File: src/rtl/debug_dump_tx_pkg.sv
// Shared definitions for the debug dump transmitter: FSM encoding and the
// fixed layout of the 65-word dump (PC, 32 registers, 32 memory words).
package debug_dump_tx_pkg;

  typedef enum logic [2:0] {
    ST_IDLE,
    ST_LOAD,
    ST_LATCH,
    ST_SEND,
    ST_WAIT,
    ST_DONE
  } state_e;

  localparam int WORD_COUNT     = 65;
  localparam int BYTES_PER_WORD = 4;
  localparam int REG_BASE       = 1;
  localparam int MEM_BASE       = 33;
  localparam int INDEX_WIDTH    = 7;
  localparam int BYTE_CNT_WIDTH = 3;

endpackage

File: src/rtl/dump_word_serializer.sv
// Holds one dump word and hands it out a byte at a time, least-significant
// byte first; counts the bytes already shifted out of the current word.
module dump_word_serializer
  import debug_dump_tx_pkg::*;
#(
  parameter int DATA_WIDTH      = 32,
  parameter int DATA_WIDTH_UART = 8
) (
  input  logic                       clock_i,
  input  logic                       reset_i,
  input  logic                       load_i,
  input  logic [DATA_WIDTH-1:0]      word_i,
  input  logic                       shift_i,
  output logic [DATA_WIDTH_UART-1:0] byte_o,
  output logic                       last_o
);

  logic [DATA_WIDTH-1:0]     shift_q, shift_d;
  logic [BYTE_CNT_WIDTH-1:0] cnt_q, cnt_d;

  always_comb begin
    shift_d = shift_q;
    cnt_d   = cnt_q;
    if (load_i) begin
      shift_d = word_i;
      cnt_d   = '0;
    end else if (shift_i) begin
      shift_d = shift_q >> DATA_WIDTH_UART;
      cnt_d   = cnt_q + 1'b1;
    end
  end

  always_ff @(posedge clock_i) begin
    if (reset_i) begin
      shift_q <= '0;
      cnt_q   <= '0;
    end else begin
      shift_q <= shift_d;
      cnt_q   <= cnt_d;
    end
  end

  assign byte_o = shift_q[DATA_WIDTH_UART-1:0];
  // High while the byte on byte_o is the final one of the word.
  assign last_o = (cnt_q == BYTE_CNT_WIDTH'(BYTES_PER_WORD - 1));

endmodule

File: src/rtl/debug_dump_tx.sv
// Streams the PC, the register file and the data memory out over a UART,
// one byte per transmit request, under control of a six-state FSM.
module debug_dump_tx
  import debug_dump_tx_pkg::*;
#(
  parameter int DATA_WIDTH      = 32,
  parameter int DATA_WIDTH_UART = 8,
  parameter int ADDR_WIDTH      = 5
) (
  input  logic                       i_clock,
  input  logic                       i_reset,
  input  logic                       i_start,
  input  logic [DATA_WIDTH-1:0]      i_pc,
  output logic [ADDR_WIDTH-1:0]      o_reg_addr,
  input  logic [DATA_WIDTH-1:0]      i_reg_data,
  output logic [ADDR_WIDTH-1:0]      o_mem_addr,
  input  logic [DATA_WIDTH-1:0]      i_mem_data,
  output logic                       o_tx_signal,
  output logic [DATA_WIDTH_UART-1:0] o_tx_byte,
  input  logic                       i_tx_available,
  input  logic                       i_tx_done,
  output logic                       o_busy,
  output logic                       o_done
);

  state_e                       state_q, state_d;
  logic [INDEX_WIDTH-1:0]       index_q, index_d;
  logic [DATA_WIDTH_UART-1:0]   tx_byte_q, tx_byte_d;
  logic                         ser_load, ser_shift, ser_last;
  logic [DATA_WIDTH_UART-1:0]   ser_byte;
  logic [DATA_WIDTH-1:0]        latch_word;
  logic                         is_pc, is_reg;

  assign is_pc  = (index_q == '0);
  assign is_reg = !is_pc && (index_q < INDEX_WIDTH'(MEM_BASE));

  always_comb begin
    latch_word = i_mem_data;
    if (is_pc) begin
      latch_word = i_pc;
    end else if (is_reg) begin
      latch_word = i_reg_data;
    end
  end

  always_comb begin
    state_d     = state_q;
    index_d     = index_q;
    ser_load    = 1'b0;
    ser_shift   = 1'b0;
    o_tx_signal = 1'b0;
    o_reg_addr  = '0;
    o_mem_addr  = '0;
    case (state_q)
      ST_IDLE: begin
        if (i_start) begin
          state_d = ST_LOAD;
          index_d = '0;
        end
      end
      ST_LOAD: begin
        if (is_reg) begin
          o_reg_addr = ADDR_WIDTH'(index_q - INDEX_WIDTH'(REG_BASE));
        end else if (!is_pc) begin
          o_mem_addr = ADDR_WIDTH'(index_q - INDEX_WIDTH'(MEM_BASE));
        end
        state_d = ST_LATCH;
      end
      ST_LATCH: begin
        ser_load = 1'b1;
        state_d  = ST_SEND;
      end
      ST_SEND: begin
        if (i_tx_available) begin
          o_tx_signal = 1'b1;
          state_d     = ST_WAIT;
        end
      end
      ST_WAIT: begin
        if (i_tx_done) begin
          ser_shift = 1'b1;
          if (!ser_last) begin
            state_d = ST_SEND;
          end else if (index_q == INDEX_WIDTH'(WORD_COUNT - 1)) begin
            state_d = ST_DONE;
          end else begin
            index_d = index_q + 1'b1;
            state_d = ST_LOAD;
          end
        end
      end
      ST_DONE: begin
        state_d = ST_IDLE;
      end
      default: begin
        state_d = ST_IDLE;
      end
    endcase
  end

  // The byte is presented live in the request cycle and held afterwards,
  // since the serializer moves on as soon as the UART reports done.
  assign tx_byte_d = o_tx_signal ? ser_byte : tx_byte_q;
  assign o_tx_byte = tx_byte_d;

  always_ff @(posedge i_clock) begin
    if (i_reset) begin
      state_q   <= ST_IDLE;
      index_q   <= '0;
      tx_byte_q <= '0;
    end else begin
      state_q   <= state_d;
      index_q   <= index_d;
      tx_byte_q <= tx_byte_d;
    end
  end

  assign o_busy = (state_q != ST_IDLE);
  assign o_done = (state_q == ST_DONE);

  dump_word_serializer #(
    .DATA_WIDTH     (DATA_WIDTH),
    .DATA_WIDTH_UART(DATA_WIDTH_UART)
  ) u_serializer (
    .clock_i(i_clock),
    .reset_i(i_reset),
    .load_i (ser_load),
    .word_i (latch_word),
    .shift_i(ser_shift),
    .byte_o (ser_byte),
    .last_o (ser_last)
  );

endmodule

File: config.mk
export PLATFORM = sky130hd
export DESIGN_NAME = debug_dump_tx
export DESIGN_NICKNAME = d
export VERILOG_FILES = /design/src/rtl/debug_dump_tx_pkg.sv /design/src/rtl/dump_word_serializer.sv /design/src/rtl/debug_dump_tx.sv
export SDC_FILE = /design/constraint.sdc
export NUM_CORES = 1
export LEC_CHECK = 0
export BUFFER_PORTS_ARGS = -buffer_cell sky130_fd_sc_hd__clkbuf_2
export CELL_PAD_IN_SITES_DETAIL_PLACEMENT = 1
export CELL_PAD_IN_SITES_GLOBAL_PLACEMENT = 1
export CORE_ASPECT_RATIO = 0.8
export CORE_MARGIN = 2
export CORE_UTILIZATION = 40
export CTS_BUF_LIST = sky130_fd_sc_hd__clkbuf_4 sky130_fd_sc_hd__clkbuf_8
export CTS_CLUSTER_DIAMETER = 100
export DETAILED_ROUTE_END_ITERATION = 12
export HOLD_SLACK_MARGIN = 0.15
export MAX_ROUTING_LAYER = met4
export PLACE_DENSITY = 0.91
export SYNTH_ARGS = -nofsm -noshare
export SYNTH_HDL_FRONTEND = slang
export SYNTH_SLANG_ARGS = --single-unit
File: constraint.sdc
create_clock -name i_clock -period 4.4 [get_ports i_clock]
set_clock_uncertainty 0.1 [all_clocks]
set_input_delay 0.22 -clock i_clock [delete_from_list [all_inputs] [get_ports i_clock]]
set_output_delay 0.22 -clock i_clock [all_outputs]
set_load 0.02 [all_outputs]
# Yosys cells after proc, flatten, opt, wreduce, memory -nomap -nowiden
# Cells that the tools add are included.
[op_classes] n_lt_le_gt_ge=1 muxes=26 n_eq_ne=12 addsub=4 reduce_logical=10
[op_table] op="32-bit 2-to-1 mux" n=4
[op_table] op="7-bit 2-to-1 mux" n=4
[op_table] op="5-bit 2-to-1 mux" n=5
[op_table] op="3-bit 2-to-1 mux" n=5
[op_table] op="3-bit one-hot mux with 5 select lines" n=1
[op_table] op="7-bit one-hot mux with 2 select lines" n=1
[op_table] op="2-bit != test (second input constant)" n=5
[op_table] op="5-bit by 1-bit subtractor with 5-bit output (second input constant)" n=2
[op_table] op="3-bit by 2-bit equality test with 1-bit output (second input constant)" n=3
[op_table] op="8-bit 2-to-1 mux" n=1
[op_table] op="7-bit by 1-bit adder with 7-bit output (second input constant)" n=1
[op_table] op="7-bit equality test (second input constant)" n=1
[op_table] op="7-bit logical NOT" n=1
[op_table] op="7-bit by 6-bit < comparator with 1-bit output (second input constant)" n=1
[op_table] op="3-bit equality test (second input constant)" n=2
[op_table] op="1-bit 2-to-1 mux" n=5
[op_table] op="5-bit AND reduction" n=1
[op_table] op="2-bit nonzero test" n=2
[op_table] op="3-bit by 1-bit adder with 3-bit output (second input constant)" n=1
[op_table] op="3-bit by 1-bit equality test with 1-bit output (second input constant)" n=1
[op_table] op="3-bit logical NOT" n=1
[op_table] op="3-bit AND reduction" n=1
[op_table] op="3-bit nonzero test" n=1
[op_table] op="2-bit OR reduction" n=1
[op_table] op="other kinds (2)" n=2
[totals] out_inout_bits=21 ff_bits=53

# Logic depth before layout (Yosys ltp)
[logic_depth] word_depth=6 ltp_mapped=8 ltp_nobuf=6

# By module
# From an unflattened synthesis, not the netlist that was laid out.
[hier_totals] cells_unflattened=440 hier_area_um2=3711.1
[modules_own_cells] mod="debug_dump_tx" area_per_inst_um2=2087.0 seq_area_each_um2=360.3 instances=1 cells_each=277
[modules_own_cells] mod="dump_word_serializer" area_per_inst_um2=1624.1 seq_area_each_um2=700.7 instances=1 cells_each=163

# Least setup slack after synthesis
# No wires, ideal clock.
[synth_timing] path_type="reg-to-output" from="register index_q[0]" to="output o_reg_addr[2]" path_stages_with_launch=8 path_buffers=1 setup_slack_ns=2.280 required_ns=4.080 arrival_ns=1.800 cell_sequence="dfxtp_1 > inv_1 > ha_1 > nor4b_4 > nand2_1 > clkbuf_1 > nand3_1 > nor2_1"
[synth_via] elab_chain_len=5 word_cells_on_any_way=7 classes_between="add/sub (1); order compare (1); mux (2); reduce/logical (3)"
[synth_lines] element="start: declaration" line_no="debug_dump_tx.sv:27" source="logic [INDEX_WIDTH-1:0] index_q, index_d;"
[synth_lines] element="start signal: assignment" line_no="debug_dump_tx.sv:113" source="index_q <= index_d;"
[synth_lines] element="parallel branches: the longest is 3 deep, another holds 7-bit by 6-bit < comparator with 1-bit output"
[synth_lines] element="5-bit 2-to-1 mux (*)" line_no="debug_dump_tx.sv:62" source="if (is_reg) begin"
[synth_lines] element="5-bit 2-to-1 mux (*)" line_no="debug_dump_tx.sv:54" source="case (state_q)"
[synth_lines] element="end: declaration" line_no="debug_dump_tx.sv:14" source="output logic [ADDR_WIDTH-1:0] o_reg_addr,"
# Mark *: on every way between the ends.

# Final worst setup path
[layout_timing] from="register index_q[0]" to="output o_reg_addr[0]"
# Same word-level chain as after synthesis.

==> metrics.md <==
| Metric | Value |
|---|---|
| Initial antenna violation count | `0` |
| Vias in the first global route | `3950` |
| Sequential area share after synthesis | `0.298` |
| Post-synthesis xor/xnor area fraction | `0.00738` |
| Final Hold Fails | `0` |
| Max H-tree Level | `2` |
| Netlist cell types | `47` |
| Worst Path Required | `roughly 4.1 ns` |
| Register area | `about 1100 um^2` |
| Fin crit share | `0.776` |
| Final nets | `approximately 650` |
| Minimum clock period | `~3.4 ns` |
| Hold Path Class | `in2reg` |
| Initial Utilization | `0.416` |
| Startpoint types | `flop` |
| Seq cells post-synth | `53` |
| IO buf count | `around 120` |
| TritonCTS Buffers | `5` |
| Crit-path max cell delay | `just over 0.9 ns` |
| CP delay by family, top | `simple AND/OR/NAND/NOR gates` |
| Largest family of logic cells by synthesized area | `compound AO/OA/AOI/OAI gates` |
| Max clock buf depth | `2` |
| GRT overflow | `0` |
| Num rows | `30` |
| Synthesized net count | `between 500 and 600` |
| Via density | `just under 6` |
| Root buffer cell | `clkbuf_8` |
| Mux contribution to synthesized area | `0.110` |
| Drt wl/cell | `~19 um` |
| Leakage | `1.74 nW` |
| EDFF count, synth | `0` |
| Multi-input gate area | `around 2300 um^2` |
| Setup TNS | `0 ns` |
| Status | `finished, final reports clean` |
| Core ar. | `between 8000 and 9000 um^2` |
| R2R cell count | `6` |
| RSZ-0062 raised after global routing | `no` |
| Detailed placer's ending HPWL | `~8500 um` |
| WP depth | `7` |
| I/O pin cnt | `~120` |
| Antenna viol nets, final | `0` |
| CTS tree | `yes` |
| Commonest non-fill, non-tap cell in the layout | `clkbuf_2` |
| Utilization after layout | `0.519` |
| Ratio of cells with drive above 1 in the final layout | `0.274` |
| Die Span Y | `between 80 and 90 um` |
| FMAX | `~290 MHz` |
| Post-Synth Adder-Cell Area | `0.0141` |
| Complex-gate fraction of the synthesized area | `0.254` |
| Antenna diodes | `0` |
| Yosys warns | `0` |
| Simple-Gate Fraction of Synth Area | `0.251` |
| CP bufs+invs | `2` |
| Crit path kind | `reg2out` |
| Via count | `3927` |
| Clk Latency, worst-skew pair | `about 0.32 ns` |
| Die W | `roughly 110 um` |
| Largest net degree at the start of global routing | `between 40 and 50` |
| Avg Cell Area, Syn | `about 8.1 um^2` |
| Most frequent cells in the layout | `clkbuf_2, dfxtp_1, nand2_1` |
| Hold Crit Depth | `3` |
| Slew margin rel. | `0.188` |
| Slew Limit Fails | `0` |
| Slew @ Worst Pin | `approximately 1.2 ns` |
| Largest fanout on the critical path | `32` |
| Post-Synthesis Cells | `between 400 and 500` |
| Gpl congestion | `0.826` |
| VDD IR max | `175 uV` |
| Starting DRT DRC Count | `248` |
| Crit path cell chain | `inv_1 > ha_1 > nor4b_4 > nand2_1 > nand3_1 > nor2_1 > clkbuf_2` |
| Ys flop type | `dfxtp_1` |
| Power density over cell area | `263 nW/um^2` |
| Cell Area, Synth | `3560 um^2` |
| Maxcap violations | `0` |
| Clock-pin slew on the worst setup and hold paths | `about 0.11 ns` |
| GRT Total Usage | `0.270` |
| Fillers | `roughly 1100` |
| Synth async-reset ratio | `0` |
| Slowest-stage cell, CP | `nand2_1` |
| Area delta synth->final | `24.7%` |
| First-pass GRT wire length | `between 20000 and 25000 um` |
| Setup Buffers After CTS | `0` |
| Post-Route WL | `roughly 13000 um` |
| Die area | `9670 um^2` |
| Crit. End Element | `primary output` |
| Setup-failing EPs final | `0` |
| DRC | `0` |
| Final hold slack | `0.149 ns` |
| Clock Sinks | `53` |
| Worst Path Arrival | `~3.1 ns` |
| First drt pass iteration count | `4` |
==> cell families (layout without fill, tap and decap cells) <==
family / Yosys count / in the layout
multiplexers: 38 / 38
flip-flops: 53 / 53
AO/OA/AOI/OAI: 125 / 125
XOR/XNOR: 3 / 3
adder cells (fa/ha/maj): 4 / 4
AND/OR/NAND/NOR: 163 / 163
buffers and inverters: 51 / 161
==> synthesized netlist by cell type, types with 2 or more instances <==
| cell type | instances | area share |
|---|---|---|
| dfxtp_1 | 53 | 0.30 |
| nand2_1 | 49 | 0.052 |
| nor2_1 | 34 | 0.036 |
| a21oi_1 | 32 | 0.045 |
| mux2i_1 | 30 | 0.084 |
| nand4b_1 | 26 | 0.064 |
| a21boi_0 | 25 | 0.053 |
| a221oi_1 | 23 | 0.057 |
| o31ai_1 | 23 | 0.049 |
| clkbuf_1 | 22 | 0.023 |
| buf_2 | 17 | 0.024 |
| nor3_1 | 14 | 0.020 |
| nor2b_1 | 9 | 0.016 |
| mux2_2 | 8 | 0.025 |
| o41ai_1 | 8 | 0.020 |
| nand2b_1 | 7 | 0.012 |
| nand3_1 | 6 | 0.0084 |
| inv_1 | 5 | 0.0053 |
| ha_1 | 4 | 0.014 |
| nand4_1 | 4 | 0.0070 |
| buf_4 | 3 | 0.0063 |
| xnor2_1 | 3 | 0.0074 |
| a22oi_1 | 2 | 0.0042 |
| a31oi_1 | 2 | 0.0035 |
| and3_1 | 2 | 0.0035 |
| buf_1 | 2 | 0.0021 |
| nor3b_1 | 2 | 0.0042 |
| nor4bb_1 | 2 | 0.0056 |
| o21ai_0 | 2 | 0.0028 |
==> power by group <==
| part | switching (W) | internal [W] |
|---|---|---|
| clock network | 0.000180 | 0.000114 |
| logic | 0.000175 | 0.000133 |
| registers | 0.0000505 | 0.000516 |
| total | 0.000406 | 0.000763 |
==> registers in the layout, indices dropped and copies added (netlist names) <==
signal and flops:
index_q 7, state_q 3, tx_byte_q 8, u_serializer.cnt_q 3, u_serializer.shift_q 32
==> final timing paths <==
kind / from / end / slack (ns)
max: index_q[0] / o_reg_addr[0] / 0.99
min: i_reg_data[13] / u_serializer.shift_q[13] / 0.15
max reg2reg: state_q[2] / u_serializer.shift_q[24] / 1.14
min reg2reg: u_serializer.shift_q[2] / u_serializer.shift_q[2] / 0.39
==> layout make-up <==
class	instances	area share
multi-input combinational	333	0.512
clock inverter	3	0.00479
inverter	6	0.00507
tap	112	0.0316
sequential	53	0.239
clock buffer	5	0.0155
timing repair buffer	147	0.192
==> what timing repair did <==
action,in CTS,in global routing
gates resized for setup,0,0
endpoints found under the setup margin,0,0
endpoints found under the hold margin,11,0
hold buffers,20,0
==> tightest hold or removal path, delay by kind of cell <==
| kind | cells | cell delay (ns) |
|---|---|---|
| AO/OA/AOI/OAI | 1 | 0.10 |
| buffers and inverters | 1 | 0.08 |
| multiplexers | 1 | 0.12 |
==> per-stage QoR <==
| step | instance area (um^2) | std cells | total power [W] | setup WS (ns) |
|---|---|---|---|---|
| floorplan | 3560 | 437 | 0.000752 | 2.28 |
| global placement | 4150 | 631 | 0.000845 | 1.49 |
| detailed placement | 4150 | 631 | 0.000859 | 1.38 |
| CTS | 4440 | 659 | 0.00116 | 1.07 |
| global route | 4440 | 659 | 0.00123 | 0.761 |
| finish | 4440 | 659 | 0.00117 | 0.988 |
==> metal layers <==
metal	track usage	up-vias	wire length (um)
li1	-	1849	-
met1	0.341	1898	5230
met2	0.447	157	6210
met3	0.0427	23	818
met4	0.0794	0	271
met5	-	-	0
Power figures use the tool's default switching activity.
